--- src/rtl/win3x3_frame_arb.sv ---
// Frame-level arbiter feeding one shared 3x3 window core from two pixel sources.
// A whole frame is granted to one source; window outputs carry source index and position.
module win3x3_frame_arb #(
  parameter logic [11:0] H_DISP = 12'd480,
  parameter logic [11:0] V_DISP = 12'd272
) (
  input  logic        clk,
  input  logic        rst_n,
  input  logic        s0_vld,
  input  logic        s0_sof,
  input  logic [7:0]  s0_data,
  output logic        s0_rdy,
  input  logic        s1_vld,
  input  logic        s1_sof,
  input  logic [7:0]  s1_data,
  output logic        s1_rdy,
  output logic        m_din_vld,
  output logic [7:0]  m_din,
  output logic        o_vld,
  output logic        o_ch,
  output logic [11:0] o_x,
  output logic [11:0] o_y,
  output logic        o_eof,
  output logic        busy,
  output logic        err_sof
);

  localparam logic [11:0] XMax = H_DISP - 12'd1;
  localparam logic [11:0] YMax = V_DISP - 12'd1;

  typedef enum logic [1:0] {StIdle, StGnt0, StGnt1} state_e;

  state_e      state_q, state_d;
  logic        last_q, last_d;  // source that completed the most recent frame
  logic [11:0] x_q, x_d, y_q, y_d;
  logic        err_q, err_d;
  logic        o_vld_q, o_vld_d, o_ch_q, o_ch_d, o_eof_q, o_eof_d;
  logic [11:0] o_x_q, o_x_d, o_y_q, o_y_d;

  logic gnt_ch, cur_sof, xfer, frame_end, req0, req1;

  always_comb begin
    s0_rdy    = 1'b0;
    s1_rdy    = 1'b0;
    m_din_vld = 1'b0;
    m_din     = 8'd0;
    gnt_ch    = (state_q == StGnt1);
    cur_sof   = 1'b0;
    req0      = s0_vld && s0_sof;
    req1      = s1_vld && s1_sof;

    unique case (state_q)
      StIdle: begin
        // Stray non-SOF pixels are drained; SOF pixels wait for a grant.
        s0_rdy = s0_vld && !s0_sof;
        s1_rdy = s1_vld && !s1_sof;
      end
      StGnt0: begin
        s0_rdy    = 1'b1;
        m_din_vld = s0_vld;
        m_din     = s0_data;
        cur_sof   = s0_sof;
      end
      StGnt1: begin
        s1_rdy    = 1'b1;
        m_din_vld = s1_vld;
        m_din     = s1_data;
        cur_sof   = s1_sof;
      end
      default: ;
    endcase

    if (!rst_n) begin
      s0_rdy = 1'b0;
      s1_rdy = 1'b0;
    end

    xfer      = m_din_vld;
    frame_end = xfer && (x_q == XMax) && (y_q == YMax);

    state_d = state_q;
    last_d  = last_q;
    x_d     = x_q;
    y_d     = y_q;
    err_d   = err_q;

    if (state_q == StIdle) begin
      x_d = 12'd0;
      y_d = 12'd0;
      if (req0 && req1) begin
        state_d = last_q ? StGnt0 : StGnt1;
      end else if (req0) begin
        state_d = StGnt0;
      end else if (req1) begin
        state_d = StGnt1;
      end
    end else if (xfer) begin
      if (cur_sof && ((x_q != 12'd0) || (y_q != 12'd0))) begin
        err_d = 1'b1;
      end
      if (frame_end) begin
        state_d = StIdle;
        last_d  = gnt_ch;
        x_d     = 12'd0;
        y_d     = 12'd0;
      end else if (x_q == XMax) begin
        x_d = 12'd0;
        y_d = y_q + 12'd1;
      end else begin
        x_d = x_q + 12'd1;
      end
    end

    o_vld_d = xfer;
    o_eof_d = frame_end;
    o_ch_d  = o_ch_q;
    o_x_d   = o_x_q;
    o_y_d   = o_y_q;
    if (xfer) begin
      o_ch_d = gnt_ch;
      o_x_d  = x_q;
      o_y_d  = y_q;
    end
  end

  always_ff @(posedge clk or negedge rst_n) begin
    if (!rst_n) begin
      state_q <= StIdle;
      last_q  <= 1'b1;
      x_q     <= 12'd0;
      y_q     <= 12'd0;
      err_q   <= 1'b0;
      o_vld_q <= 1'b0;
      o_ch_q  <= 1'b0;
      o_x_q   <= 12'd0;
      o_y_q   <= 12'd0;
      o_eof_q <= 1'b0;
    end else begin
      state_q <= state_d;
      last_q  <= last_d;
      x_q     <= x_d;
      y_q     <= y_d;
      err_q   <= err_d;
      o_vld_q <= o_vld_d;
      o_ch_q  <= o_ch_d;
      o_x_q   <= o_x_d;
      o_y_q   <= o_y_d;
      o_eof_q <= o_eof_d;
    end
  end

  assign busy    = (state_q != StIdle);
  assign err_sof = err_q;
  assign o_vld   = o_vld_q;
  assign o_ch    = o_ch_q;
  assign o_x     = o_x_q;
  assign o_y     = o_y_q;
  assign o_eof   = o_eof_q;

endmodule

--- config.mk ---
export PLATFORM = sky130hd
export DESIGN_NAME = win3x3_frame_arb
export DESIGN_NICKNAME = d
export VERILOG_FILES = /design/src/rtl/win3x3_frame_arb.sv
export SDC_FILE = /design/constraint.sdc
export NUM_CORES = 1
export LEC_CHECK = 0
export BUFFER_PORTS_ARGS = -buffer_cell sky130_fd_sc_hd__buf_2
export CAP_MARGIN = 20
export CORE_ASPECT_RATIO = 1.5
export CORE_MARGIN = 1
export CORE_UTILIZATION = 50
export DETAILED_ROUTE_END_ITERATION = 6
export PLACE_DENSITY_LB_ADDON = 0.2
export SYNTH_ARGS = -nofsm -noshare
export SYNTH_HDL_FRONTEND = slang
export SYNTH_SLANG_ARGS = --single-unit
--- constraint.sdc ---
create_clock -name clk -period 2.65 [get_ports clk]
set_clock_uncertainty 0.05 [all_clocks]
set_input_delay 0.1325 -clock clk [delete_from_list [all_inputs] [get_ports clk]]
set_output_delay 0.1325 -clock clk [all_outputs]
set_load 0.01 [all_outputs]
Word level (Yosys, flattened, before mapping)

Cells that the tools add are included.

Muxes and demuxes: 22
Bitwise gates (word level): 1
Reductions and logical operators: 22
Equality and inequality tests: 5
Add/subtract/negate cells: 2

Operators with widths:

| cell                    | number |
|---|---|
| $mux W12                | 8 |
| $add A12 B1 Y12 const B | 2 |
| $eq A12 B9 Y1 const B   | 2 |
| $reduce_bool A12 Y1     | 2 |
| $pmux W8 S2             | 1 |
| $mux W2                 | 7 |
| $reduce_and A3 Y1       | 3 |
| $logic_and A1 B1 Y1     | 8 |
| $pmux W1 S2             | 4 |
| $reduce_bool A2 Y1      | 3 |
| $ne A4 B3 Y1 const B    | 1 |
| $reduce_bool A3 Y1      | 1 |
| $eq A2 B1 Y1 const B    | 1 |
| $eq A2 B2 Y1 const B    | 1 |
| $logic_not A1 Y1        | 2 |
| $logic_not A2 Y1        | 1 |
| $mux W1                 | 2 |
| $reduce_and A2 Y1       | 1 |
| $logic_or A1 B1 Y1      | 1 |
| $not A1 Y1              | 1 |

Bits of input ports: 22
Logic and storage cells: 62
Output and inout bits: 40
Register bits after elaboration: 55

Logic depth before layout (Yosys ltp)

Depth after elaboration: 7
Gate-level depth with buffers: 8
Gate-level depth less buffers: 6

Worst setup path before layout

No wires, ideal clock.

Kind: register -> register
Start: reg x_q[9]
End: reg y_q[5]
Stages on the path, launching flop included: 6
Buffers on the path: 1
Required time: 2.522 ns
Slack: 0.322 ns
Clock period less this slack: 2.328 ns
Setup time: 0.078 ns
Arrival: 2.200 ns
Cells stage by stage: dfrtp_1 or4_4 or4_4 buf_6 or4b_1 a21oi_1

Word-level cells in the longest chain between the ends: 6
Elaborated cells on any way between the ends: 8
Those cells by class: eq/ne (1); mux (3); reduce/logical (4)

Ends and longest elaborated chain:

| element                           | line    | text |
|---|---|---|
| start: declaration                | 35      | `logic [11:0] x_q, x_d, y_q, y_d;` |
| start signal: assignment          | 130     | `x_q <= 12'd0;` |
| start signal: assignment          | 141     | `x_q <= x_d;` |
| $eq A12 B9 Y1 *                   | 79, 106 |  |
| $logic_and A1 B1 Y1 (2 in series) | 79      | `frame_end = xfer && (x_q == XMax) && (y_q == YMax);` |
| $mux W12                          | 101     | `if (frame_end) begin` |
| $mux W12                          | 97      | `end else if (xfer) begin` |
| $mux W12                          | 87      | `if (state_q == StIdle) begin` |
| end signal: assignment            | 142     | `y_q <= y_d;` |
| end: declaration                  | 35      |  |

Mark *: on every way between the ends. The rest lies on a longest branch, timed or not. The select of a mux whose other input is x is not followed.
A chain may end at the register's enable or synchronous reset.

Final worst setup path

Same ends and word-level chain as after synthesis.

==> out/summary.txt <==
================================================================================
Element type at the critical path end                                   register
Average vias per placed instance                                           5.809
CTS clock-pin slew for the worst setup and hold paths                    0.09 ns
CP max FO                                                                      9
Clock insertion delay at the later pin of the skew report                0.31 ns
Hold/Removal Path Class                                             input pin to register
Number of enable flip-flop cells after synthesis                               0
Antenna Violating Nets Remaining                                               0
Critical setup path kind                                            register to register
Number of global-route vias before repair                                   2403
Height of the die                                                       95.10 um
Count of unique library cells instantiated by Yosys                           43
Arrival time reported for the critical path endpoint                     2.59 ns
Total iterations of the first detailed-routing run                             4
FF-to-FF setup slack                                                     0.25 ns
Final WL                                                                 6745 um
Final worst path period share                                             90.71%
Number of antenna violations at the first check in global routing              0
Result of the run                                                   complete, no violations
Die footprint                                                         6092 sq um
Number of stages on the worst hold path                                        3
Critical Path Source Type                                               register
Cells after Synth                                                            302
Mean instance size in the synthesized netlist                        9.566 sq um
Least-Margin Pin Slew                                                  0.6164 ns
Number of H-tree levels                                                        2
Final Wtd Congestion                                                      0.9266
IO Count                                                                      62
First-iteration detailed-routing DRC count                                   120
Setup repair after global routing missed its margin                           no
Count of final max-slew check failures                                         0
Clock tree root buffer cell                                         sky130_fd_sc_hd__clkbuf_8
Starting density of the core                                              52.22%
Area of the core                                                      5533 sq um
Share of layout cells above drive strength 1                              27.95%
Number of standard-cell rows in the floorplan                                 33
Post-cts gate resize count                                                     0
Post-synth design cell area                                           2889 sq um
Commonest non-fill, non-tap cell in the layout                      sky130_fd_sc_hd__buf_2
Endpoints failing hold                                                         0
Count of input and output buffers                                             61
Vias                                                                        2527
Fin nets                                                                     393
Critical Path RT                                                         2.84 ns
Clock sink count                                                              55
Congestion Overflow GR                                                         0
Minimum clock period after layout                                       2.404 ns
Pwr per Cell Area                                                   739.6 nW/um^2
Largest net degree at the start of global routing                             30
Post-synthesis register bit count                                             55
Part of the Yosys area used for sequential elements                       47.68%
TritonCTS clock tree                                                         yes
Highest achievable clock rate                                          416.0 MHz
Most common flop cell mapped by yosys                               sky130_fd_sc_hd__dfrtp_1
Global-route wire length before repair                                  11070 um
Width of the chip                                                       64.07 um
Number of DRC violations after detailed routing                                0
Area of placed instances                                              3297 sq um
Max-capacitance violation count                                                0
Post-route design area                                                3425 sq um
Wire length per cell after detailed routing                             15.51 um
P_leak                                                               0.001615 uW
Length in cells of the worst reg-to-reg path                                   4
Final total negative setup slack                                            0 ns
GR Util All Layers                                                        23.65%
Max-slew headroom                                                         58.90%
Maximum ir drop on the vdd rail                                        0.4457 mV
Async S/R FF share, synth                                                 100.0%
Clock Path Buffers                                                             2
Post-DP HPWL                                                             5151 um
Number of warnings issued by yosys                                             0
Area grow syn2layout                                                      18.54%
Final setup violating endpoints                                                0
Inserted Clock Buffers                                                         5
Commonest non-fill, non-tap cells in the layout                     sky130_fd_sc_hd__buf_2, sky130_fd_sc_hd__dfrtp_1, sky130_fd_sc_hd__nand2_1, sky130_fd_sc_hd__nand3_1, sky130_fd_sc_hd__o21ai_0
Post-synth net total                                                         331
Inserted Diodes                                                                0
================================================================================
-- registers in the layout, indices dropped and copies added, names as in the netlist --
name,count
y_q,12
o_x,12
o_ch,1
o_vld,1
state_q,2
o_eof,1
err_sof,1
x_q,12
last_q,1
o_y,12
-- synth_stat cells, types with 2 or more instances --
| master | count | area (sq um) |
|---|---|---|
| sky130_fd_sc_hd__o22ai_1 | 2 | 12.51 |
| sky130_fd_sc_hd__ha_1 | 7 | 87.58 |
| sky130_fd_sc_hd__or3_1 | 5 | 31.28 |
| sky130_fd_sc_hd__inv_1 | 17 | 63.81 |
| sky130_fd_sc_hd__and3_1 | 6 | 37.54 |
| sky130_fd_sc_hd__a21oi_1 | 13 | 65.06 |
| sky130_fd_sc_hd__xnor2_1 | 2 | 17.52 |
| sky130_fd_sc_hd__o21a_1 | 3 | 22.52 |
| sky130_fd_sc_hd__and2_1 | 3 | 18.77 |
| sky130_fd_sc_hd__nand3_1 | 22 | 110.1 |
| sky130_fd_sc_hd__nor4b_1 | 2 | 17.52 |
| sky130_fd_sc_hd__clkbuf_1 | 18 | 67.56 |
| sky130_fd_sc_hd__o32ai_1 | 5 | 43.79 |
| sky130_fd_sc_hd__nor3_1 | 3 | 15.01 |
| sky130_fd_sc_hd__mux2_2 | 14 | 157.7 |
| sky130_fd_sc_hd__a31oi_1 | 9 | 56.30 |
| sky130_fd_sc_hd__and4_1 | 3 | 26.28 |
| sky130_fd_sc_hd__o31a_1 | 2 | 17.52 |
| sky130_fd_sc_hd__nor2b_1 | 8 | 50.05 |
| sky130_fd_sc_hd__nand2_1 | 30 | 112.6 |
| sky130_fd_sc_hd__nand4_1 | 10 | 62.56 |
| sky130_fd_sc_hd__or4_1 | 5 | 37.54 |
| sky130_fd_sc_hd__dfrtp_1 | 54 | 1351 |
| sky130_fd_sc_hd__or4_4 | 2 | 22.52 |
| sky130_fd_sc_hd__nor2_1 | 7 | 26.28 |
| sky130_fd_sc_hd__o211ai_1 | 2 | 15.01 |
| sky130_fd_sc_hd__nor4_1 | 5 | 31.28 |
| sky130_fd_sc_hd__o21ai_0 | 19 | 95.09 |
| sky130_fd_sc_hd__a22o_1 | 2 | 17.52 |
| sky130_fd_sc_hd__a22oi_1 | 9 | 67.56 |
-- critical path: stages (launching register included) --
cell and delay (ns):
sky130_fd_sc_hd__dfrtp_1 0.44, sky130_fd_sc_hd__or4_4 0.59, sky130_fd_sc_hd__or4_4 0.57, sky130_fd_sc_hd__or4b_1 0.52, sky130_fd_sc_hd__a21oi_1 0.16
-- layout make-up --
type                            instances  area, sq um
Clock buffer                            6        82.58
Timing Repair Buffer                   75        412.9
Tap cell                               70        87.58
Sequential cell                        55         1378
Multi-Input combinational cell        209         1361
Clock inverter                          2        35.03
Fill cell                             497         2108
Inverter                               18        67.56
-- per-layer routing --
| layer | global-route usage, % | routed length (um) | vias up |
|---|---|---|---|
| met5 | 0 | 0 | - |
| met4 | 12.69 | 177 | 0 |
| met3 | 3.708 | 232 | 15 |
| met2 | 41.67 | 3571 | 66 |
| met1 | 27.36 | 2764 | 1217 |
| li1 | - | - | 1229 |
-- timing repair --
item	4_1_cts	5_1_grt
setup buffers	0	0
hold endpoints to repair	25	0
setup endpoints to repair	0	0
hold buffers	1	0
-- kinds of logic (layout without fill, tap and decap cells) --
kind of cell	after synthesis	count (layout)	synth area share, %
buf+inv	38	101	5.197
flops	55	55	47.68
mux	14	14	5.457
fa+ha+maj	7	7	3.031
xor+xnor	3	3	0.9097
simple gates	116	116	22.52
compound gates	69	69	15.20
-- path summary, 6_finish.rpt --
check,startpoint,to
max,x_q[9]$_DFFE_PN0P_,y_q[5]$_DFFE_PN0P_
min,s1_sof,state_q[1]$_DFFE_PN0P_
max reg2reg,x_q[9]$_DFFE_PN0P_,y_q[5]$_DFFE_PN0P_
min reg2reg,o_x[1]$_DFFE_PN0P_,o_x[1]$_DFFE_PN0P_
max in group asynchronous,rst_n,y_q[2]$_DFFE_PN0P_
min in group asynchronous,rst_n,o_x[8]$_DFFE_PN0P_
-- metrics by stage --
stage	utilization (%)	hold slack (ns)	power [uW]	worst slack, ns	cells
after global placement	59.59	0.1256	1951	0.3167	426
after CTS	61.90	0.1331	2554	0.2590	435
after detailed placement	59.59	0.1286	1975	0.2671	426
after global routing	61.90	0.1485	2689	0.2151	435
after floorplan	-	-0.2131	1606	0.3221	302
final	61.90	0.1354	2533	0.2463	435
-- power by group --
| group | switching, uW | total, uW | internal (uW) |
|---|---|---|---|
| clock | 274 | 580 | 306 |
| combinational | 619 | 1020 | 401 |
| sequential | 36.2 | 932 | 896 |
Power figures use the tool's default switching activity.
